<file path="src/rtl/mcht_pkg.sv">
`default_nettype none
// +----------------------------------------------------------------------------+
// | Package     : mcht_pkg                                                     |
// | Description : Shared constants, state encodings and helpers for the        |
// |               Manchester transceiver (encoder in the top, decoder in       |
// |               mcht_rx).                                                    |
// | Revision    : 1.0 - initial release                                        |
// +----------------------------------------------------------------------------+
package mcht_pkg;

    // Default clock cycles per Manchester half-bit.
    localparam int HALF_BIT_CYC_DEF = 4;

    // One start symbol plus eight data bits.
    localparam int FRAME_SYMS = 9;

    // Idle-low guard appended after every transmitted frame (one bit period).
    localparam int GUARD_CYC = 2 * HALF_BIT_CYC_DEF;

    typedef enum logic [1:0] {
        TX_IDLE  = 2'd0,
        TX_DATA  = 2'd1,
        TX_GUARD = 2'd2
    } tx_state_t;

    typedef enum logic [0:0] {
        RX_IDLE  = 1'b0,
        RX_SHIFT = 1'b1
    } rx_state_t;

    // Guard length for a non-default half-bit setting.
    function automatic int guard_cyc(input int half_bit_cyc);
        return 2 * half_bit_cyc;
    endfunction

endpackage
`default_nettype wire

</file>
<file path="src/rtl/mcht_rx.sv">
`default_nettype none
// +----------------------------------------------------------------------------+
// | Module      : mcht_rx                                                      |
// | Description : Manchester frame decoder. Line source select, 2-flop         |
// |               synchronizer, start-edge detection and fixed-offset symbol   |
// |               sampling (no mid-frame resynchronization).                   |
// | Ports       : clk, rst_n       - clock / async active-low reset            |
// |               i_line_rx        - external receive line                     |
// |               i_line_tx        - local transmit line (loopback source)     |
// |               i_loopback       - 1 selects i_line_tx                       |
// |               o_byte           - last completed frame's byte               |
// |               o_valid, o_err   - frame done / code violation seen          |
// | Revision    : 1.0 - initial release                                        |
// +----------------------------------------------------------------------------+
module mcht_rx
    import mcht_pkg::*;
#(
    parameter int HALF_BIT_CYC = HALF_BIT_CYC_DEF
) (
    input  logic       clk,
    input  logic       rst_n,
    input  logic       i_line_rx,
    input  logic       i_line_tx,
    input  logic       i_loopback,
    output logic [7:0] o_byte,
    output logic       o_valid,
    output logic       o_err
);

    localparam int SYM_CYC = 2 * HALF_BIT_CYC;
    localparam int PW      = $clog2(SYM_CYC);

    localparam logic [PW-1:0] SAMP1    = PW'(HALF_BIT_CYC / 2);
    localparam logic [PW-1:0] SAMP2    = PW'((HALF_BIT_CYC * 3) / 2);
    localparam logic [PW-1:0] POS_LAST = PW'(SYM_CYC - 1);
    localparam logic [3:0]    SYM_LAST = 4'(FRAME_SYMS - 1);

    rx_state_t      r_state;
    rx_state_t      w_state_nxt;
    logic           r_sync1;
    logic           r_sync2;
    logic           r_prev;
    logic [PW-1:0]  r_pos;
    logic [3:0]     r_sym;
    logic           r_first;
    logic [7:0]     r_data;
    logic [7:0]     r_byte;
    logic           r_valid;
    logic           r_err;

    logic w_line_in;
    logic w_rise;
    logic w_samp2;
    logic w_done;

    // Loopback is muxed ahead of the synchronizer so both sources see
    // identical latency.
    assign w_line_in = i_loopback ? i_line_tx : i_line_rx;
    assign w_rise    = r_sync2 & ~r_prev;
    assign w_samp2   = (r_state == RX_SHIFT) && (r_pos == SAMP2);
    assign w_done    = w_samp2 && (r_sym == SYM_LAST);

    always_comb begin
        w_state_nxt = r_state;
        case (r_state)
            RX_IDLE:  if (w_rise) w_state_nxt = RX_SHIFT;
            RX_SHIFT: if (w_done) w_state_nxt = RX_IDLE;
            default:  w_state_nxt = RX_IDLE;
        endcase
    end

    always_ff @(posedge clk or negedge rst_n) begin
        if (!rst_n) begin
            r_state <= RX_IDLE;
        end else begin
            r_state <= w_state_nxt;
        end
    end

    always_ff @(posedge clk or negedge rst_n) begin
        if (!rst_n) begin
            r_sync1 <= 1'b0;
            r_sync2 <= 1'b0;
            r_prev  <= 1'b0;
            r_pos   <= '0;
            r_sym   <= '0;
            r_first <= 1'b0;
            r_data  <= '0;
            r_byte  <= '0;
            r_valid <= 1'b0;
            r_err   <= 1'b0;
        end else begin
            r_sync1 <= w_line_in;
            r_sync2 <= r_sync1;
            r_prev  <= r_sync2;
            case (r_state)
                RX_IDLE: begin
                    // The edge cycle is position 0 of the start symbol.
                    if (w_rise) begin
                        r_pos   <= PW'(1);
                        r_sym   <= '0;
                        r_valid <= 1'b0;
                        r_err   <= 1'b0;
                    end
                end
                RX_SHIFT: begin
                    if (r_pos == POS_LAST) begin
                        r_pos <= '0;
                        r_sym <= r_sym + 4'd1;
                    end else begin
                        r_pos <= r_pos + 1'b1;
                    end
                    if (r_pos == SAMP1) begin
                        r_first <= r_sync2;
                    end
                    if (w_samp2) begin
                        // Equal halves is a code violation; a start symbol
                        // must decode as 0.
                        if ((r_first == r_sync2) || ((r_sym == 4'd0) && r_sync2)) begin
                            r_err <= 1'b1;
                        end
                        if (r_sym != 4'd0) begin
                            r_data <= {r_sync2, r_data[7:1]};
                        end
                        if (w_done) begin
                            r_byte  <= {r_sync2, r_data[7:1]};
                            r_valid <= 1'b1;
                        end
                    end
                end
                default: ;
            endcase
        end
    end

    assign o_byte  = r_byte;
    assign o_valid = r_valid;
    assign o_err   = r_err;

endmodule
`default_nettype wire

</file>
<file path="src/rtl/tt_um_patrick_lin_git_mcht_trx.sv">
`default_nettype none
// +----------------------------------------------------------------------------+
// | Module      : tt_um_patrick_lin_git_mcht_trx                               |
// | Description : Manchester (IEEE 802.3) byte transceiver. Encoder and pin    |
// |               mapping live here; decoding is done by mcht_rx.              |
// | Ports       : clk, rst_n  - clock / async active-low reset                 |
// |               ena         - tile select (unused)                           |
// |               ui_in       - TX byte, latched on accepted start             |
// |               uo_out      - last received byte                             |
// |               uio_in      - [0] tx_start, [1] rx_line, [2] loopback        |
// |               uio_out     - [4] tx_line, [5] tx_busy, [6] rx_valid,        |
// |                             [7] rx_err                                     |
// |               uio_oe      - fixed 8'hF0                                    |
// | Revision    : 1.0 - initial release                                        |
// +----------------------------------------------------------------------------+
module tt_um_patrick_lin_git_mcht_trx
    import mcht_pkg::*;
#(
    parameter int HALF_BIT_CYC = HALF_BIT_CYC_DEF
) (
    input  logic       clk,
    input  logic       rst_n,
    input  logic       ena,
    input  logic [7:0] ui_in,
    output logic [7:0] uo_out,
    input  logic [7:0] uio_in,
    output logic [7:0] uio_out,
    output logic [7:0] uio_oe
);

    localparam int GUARD_LEN = guard_cyc(HALF_BIT_CYC);
    localparam int CNT_W     = $clog2(GUARD_LEN) + 1;

    localparam logic [CNT_W-1:0] HALF_LAST  = CNT_W'(HALF_BIT_CYC - 1);
    localparam logic [CNT_W-1:0] GUARD_LAST = CNT_W'(GUARD_LEN - 1);
    localparam logic [3:0]       SYM_LAST   = 4'(FRAME_SYMS - 1);

    tx_state_t         r_state;
    tx_state_t         w_state_nxt;
    logic              r_start_q;
    logic [8:0]        r_shreg;
    logic [CNT_W-1:0]  r_cnt;
    logic              r_half;
    logic [3:0]        r_sym;
    logic              r_tx_line;

    logic       w_busy;
    logic       w_start_acc;
    logic       w_half_end;
    logic       w_guard_end;
    logic       w_last_sym;
    logic [7:0] w_rx_byte;
    logic       w_rx_valid;
    logic       w_rx_err;
    logic       w_unused;

    assign w_busy      = (r_state != TX_IDLE);
    assign w_start_acc = uio_in[0] & ~r_start_q & ~w_busy;
    assign w_half_end  = (r_cnt == HALF_LAST);
    assign w_guard_end = (r_cnt == GUARD_LAST);
    assign w_last_sym  = (r_sym == SYM_LAST);

    always_comb begin
        w_state_nxt = r_state;
        case (r_state)
            TX_IDLE:  if (w_start_acc) w_state_nxt = TX_DATA;
            TX_DATA:  if (w_half_end && r_half && w_last_sym) w_state_nxt = TX_GUARD;
            TX_GUARD: if (w_guard_end) w_state_nxt = TX_IDLE;
            default:  w_state_nxt = TX_IDLE;
        endcase
    end

    always_ff @(posedge clk or negedge rst_n) begin
        if (!rst_n) begin
            r_state <= TX_IDLE;
        end else begin
            r_state <= w_state_nxt;
        end
    end

    // The shift register carries the start symbol (0) in bit 0 followed by
    // the data LSB first. First half of each symbol is the inverted bit.
    always_ff @(posedge clk or negedge rst_n) begin
        if (!rst_n) begin
            r_start_q <= 1'b0;
            r_shreg   <= '0;
            r_cnt     <= '0;
            r_half    <= 1'b0;
            r_sym     <= '0;
            r_tx_line <= 1'b0;
        end else begin
            r_start_q <= uio_in[0];
            case (r_state)
                TX_IDLE: begin
                    if (w_start_acc) begin
                        r_shreg   <= {ui_in, 1'b0};
                        r_cnt     <= '0;
                        r_half    <= 1'b0;
                        r_sym     <= '0;
                        r_tx_line <= 1'b1;
                    end
                end
                TX_DATA: begin
                    if (w_half_end) begin
                        r_cnt <= '0;
                        if (!r_half) begin
                            r_half    <= 1'b1;
                            r_tx_line <= r_shreg[0];
                        end else begin
                            r_half    <= 1'b0;
                            r_shreg   <= {1'b0, r_shreg[8:1]};
                            r_sym     <= r_sym + 4'd1;
                            r_tx_line <= w_last_sym ? 1'b0 : ~r_shreg[1];
                        end
                    end else begin
                        r_cnt <= r_cnt + 1'b1;
                    end
                end
                TX_GUARD: begin
                    r_cnt <= r_cnt + 1'b1;
                end
                default: ;
            endcase
        end
    end

    mcht_rx #(
        .HALF_BIT_CYC (HALF_BIT_CYC)
    ) u_rx (
        .clk        (clk),
        .rst_n      (rst_n),
        .i_line_rx  (uio_in[1]),
        .i_line_tx  (r_tx_line),
        .i_loopback (uio_in[2]),
        .o_byte     (w_rx_byte),
        .o_valid    (w_rx_valid),
        .o_err      (w_rx_err)
    );

    assign uo_out   = w_rx_byte;
    assign uio_out  = {w_rx_err, w_rx_valid, w_busy, r_tx_line, 4'b0000};
    assign uio_oe   = 8'hF0;
    assign w_unused = &{1'b0, ena, uio_in[7:3]};

endmodule
`default_nettype wire

</file>
<file path="config.mk">
export PLATFORM = sky130hd
export DESIGN_NAME = tt_um_patrick_lin_git_mcht_trx
export DESIGN_NICKNAME = d
export VERILOG_FILES = /design/src/rtl/mcht_pkg.sv /design/src/rtl/mcht_rx.sv /design/src/rtl/tt_um_patrick_lin_git_mcht_trx.sv
export SDC_FILE = /design/constraint.sdc
export NUM_CORES = 1
export LEC_CHECK = 0
export CAP_MARGIN = 20
export CORE_MARGIN = 1
export CORE_UTILIZATION = 54
export CTS_CLUSTER_DIAMETER = 40
export DETAILED_ROUTE_END_ITERATION = 10
export GPL_TIMING_DRIVEN = 0
export PLACE_DENSITY = 0.83
export SLEW_MARGIN = 0
export SYNTH_ARGS = -nofsm -noshare
export SYNTH_HDL_FRONTEND = slang
export SYNTH_HIERARCHICAL = 1
export SYNTH_SLANG_ARGS = --single-unit
</file>
<file path="constraint.sdc">
create_clock -name clk -period 1.95 [get_ports clk]
set_clock_uncertainty 0.1 [all_clocks]
set_input_delay 0.195 -clock clk [delete_from_list [all_inputs] [get_ports clk]]
set_output_delay 0.195 -clock clk [all_outputs]
set_load 0.01 [all_outputs]
</file>
==> results.json <==
{
  "via_density_per_instance": 5.38,
  "clk_latency_ns": 0.30,
  "vias_in_the_first_global_route": 1808,
  "final_nets": 318,
  "post_drt_wl_per_cell_um": 13.6,
  "ys_seq_elements": 51,
  "global_route.overflow_total": 0,
  "fp.dieArea_mm2": 0.00541,
  "die-height_um": 73.6,
  "setup_total_negative_slack_ns": 0,
  "post-cts-setup-buffers": 0,
  "crit_start": "r_state[1]$_DFFE_PN0P_",
  "setup_viol": 0,
  "stdcell_area_mm2": 0.00324,
  "place.detailed.instances": 346,
  "synthArstFlopShare_pct": 100,
  "grt_pass1_wl_mm": 8.25,
  "area.sequential_mm2": 0.00128,
  "share_comb_of_total_power_pct": 23.9,
  "switching_share_of_power_pct": 28.5,
  "timing.critical_path.slowest_cell_delay_ns": 0.41,
  "timing.hold.worst.class": "reg -> reg",
  "slew_violations": 0,
  "layout-drive-gt1-share_pct": 22.9,
  "die_width_um": 73.6,
  "power_per_cell_area_mw_per_mm2": 790,
  "number_of_vias_in_the_routed_layout": 1909,
  "antenna_violations_before_repair": 0,
  "total_switching_power_mw": 0.730,
  "r2r-start": "r_state[1]$_DFFE_PN0P_",
  "worst_setup_path_end_kind": "primary output",
  "floorplan.core_area_mm2": 0.00482,
  "syn-instance-count": 244,
  "p_seq_share_pct": 52.8,
  "finalCritPeriodShare_pct": 96.0,
  "synth_enable_flop_cells": 0,
  "hold_end": "u_rx/r_sync2$_DFF_PN0_",
  "synthesized_cell_area_mm2": 0.00277,
  "relSlewSlack_pct": 60.4,
  "finalWirelength_mm": 4.83,
  "worst_r2r_path_depth": 7,
  "arrival_ns": 1.58,
  "fmaxAchievable_mhz": 534,
  "ctsLongestPathBuffers": 2,
  "p_int_mw": 1.83,
  "post_synth.cell_area_avg_um2": 11.3,
  "tightestPinTransition_ns": 0.594,
  "fillers": 373,
  "tritoncts": "done",
  "yosysSeqAreaShare_pct": 46.2,
  "drt_pass1_iterations": 4,
  "grt_busiest_layer": "met2",
  "met3_demand_to_capacity_share_in_global_routing_pct": 2.88,
  "whs_path_depth": 0,
  "rsz0062_at_grt": "no",
  "ant_nets": 0,
  "setup.worst_path.class": "reg -> out",
  "port-buffer-count": 24,
  "hold_path.startpoint": "u_rx/r_sync1$_DFF_PN0_",
  "worst-path-max-fanout": 7,
  "hold_violations": 0,
  "ys_dominant_reg_cell": "dfrtp_1",
  "power.ir.vdd_worst_mv": 0.343,
  "area_growth_pct": 17.2,
  "grt_max_degree": 27,
  "gpl.final_weighted_congestion": 0.833,
  "finalNonFillerCells": 355,
  "totalPowerFinal_mw": 2.56,
  "start_util_pct": 57.4,
  "layout_commonest_cell": "dfrtp_1",
  "clock-root-buffer": "clkbuf_8",
  "cts.reportedPaths.clkPinSlew_ns": 0.09,
  "drt_first_iter_violations": 142,
  "placedInstanceArea_mm2": 0.00314,
  "drc_errors": 0,
  "grt_util_met1_pct": 26.4,
  "std_cell_rows": 25,
  "synth.lib_cells_used.distinct": 48,
  "io-pin-count": 43,
  "place_hpwl_mm": 3.49,
  "antennaDiodeCount": 0,
  "r2r_setup_slack_ns": 0.11,
  "static-leakage-power_nw": 1.47,
  "gr-usage-met2_pct": 32.8,
  "power_frac_clock_pct": 23.2,
  "timing.critical_path.cells": "inv_1, ha_1, buf_6, inv_4, buf_4, dlygate4sd2_1",
  "cp-start-kind": "flip-flop",
  "cts_h_tree_depth": 2,
  "critical_path_top_delay_cell": "dfrtp_1",
  "maxCapViolations": 0,
  "period_needed_ns": 1.87,
  "clock_sink_count": 51,
  "r2r-end": "r_shreg[2]$_DFFE_PN0P_",
  "yosys_warnings": 6,
  "globalRouteTotalUtil_pct": 19.7,
  "status": "completed",
  "cp.required_ns": 1.65,
  "multi_input_area_mm2": 0.00127,
  "cts_buffers": 5,
  "mostFrequentLayoutCells": "dfrtp_1 (51), clkdlybuf4s50_1 (22), buf_4 (18)"
}
-- worst max-delay path: cells and delay by family, from the launching register on --
family / cells / cell delay, ns
adders and majority gates: 1 / 0.17
DFF: 1 / 0.41
buffers and inverters: 5 / 0.70
-- stage by stage --
stage / util (%) / worst slack (ns) / hold slack (ns)
3_5_place_dp: 65.2 / 0.0727 / 0.127
4_1_cts: 67.3 / 0.0516 / 0.259
5_1_grt: 67.3 / 0.0226 / 0.273
6_report: 67.3 / 0.0774 / 0.254
3_3_place_gp: 64.9 / -0.913 / 0.234
2_1_floorplan: - / 0.296 / -0.201
-- Yosys cell counts, drive strengths merged (4+ instances only) --
| cell type | number | area (um^2) |
|---|---|---|
| dfrtp | 51 | 1280 |
| o21ai | 14 | 70.1 |
| nand2 | 15 | 56.3 |
| nor2 | 8 | 32.5 |
| mux2i | 4 | 52.6 |
| inv | 11 | 41.3 |
| mux2 | 19 | 270 |
| buf | 27 | 218 |
| a21oi | 10 | 50.1 |
| ha | 12 | 150 |
| a22oi | 9 | 72.6 |
| nand3 | 17 | 85.1 |
-- cell families (layout without fill, tap and decap cells) --
group | count (synthesis) | count (layout) | synth area share, %
DFF | 51 | 51 | 46.2
xor gates and xnor gates | 2 | 2 | 0.634
buffers and inverters | 38 | 72 | 9.37
muxes | 23 | 23 | 11.7
adders and majority gates | 12 | 12 | 5.43
AOI/OAI and AO/OA | 51 | 51 | 12.9
other | 2 | 12 | 0.272
and+or+nand+nor | 65 | 65 | 13.6
-- power groups by stage --
stage          sequential, mW  combinational (mW)  clock, mW
2_1_floorplan            1.34               0.458          0
3_3_place_gp             1.37               0.590          0
3_5_place_dp             1.38               0.616          0
4_1_cts                  1.35               0.622      0.613
5_1_grt                  1.38               0.690      0.663
6_report                 1.35               0.613      0.595
-- per-layer routing --
layer	up-vias	wire, um
met5	-	0
met4	0	57
met3	6	136
met2	39	2370
met1	939	2260
li1	925	-
-- state kept, by name (all words and copies together), names as in the netlist --
name	count
r_tx_line	1
u_rx/o_byte	8
u_rx/r_sym	4
r_half	1
r_shreg	9
u_rx/o_valid	1
r_cnt	4
u_rx/r_sync1	1
u_rx/r_data	7
r_state	2
u_rx/r_pos	3
u_rx/r_sync2	1
r_sym	4
u_rx/o_err	1
u_rx/r_first	1
u_rx/r_prev	1
u_rx/r_state	1
r_start_q	1
-- layout make-up --
class | instances | area share, %
Inverter | 11 | 1.35
Clock buffer | 5 | 2.12
Multi-Input combinational cell | 165 | 39.1
Tap cell | 67 | 2.59
Clock inverter | 3 | 0.618
Timing Repair Buffer | 26 | 8.14
Sequential cell | 51 | 39.4
Buffer | 27 | 6.72
-- worst max-delay path by stage --
stage	slack, ns	depth (start not counted)	end
6_report	0.08	6	uio_out[5]
3_5_place_dp	0.07	6	r_shreg[2]$_DFFE_PN0P_
4_1_cts	0.05	6	uio_out[5]
2_1_floorplan	0.30	6	r_half$_DFFE_PN0P_
3_3_place_gp	-0.91	1	r_shreg[3]$_DFFE_PN0P_
5_1_grt	0.02	6	uio_out[5]
-- what timing repair did --
| item | 4_1_cts | 5_1_grt |
|---|---|---|
| endpoints found under the setup margin | 1 | 1 |
| hold buffers | 1 | 0 |
| gates resized for setup | 2 | 1 |
| gates cloned | 0 | 0 |
| endpoints found under the hold margin | 25 | 0 |
Power figures use the tool's default switching activity.
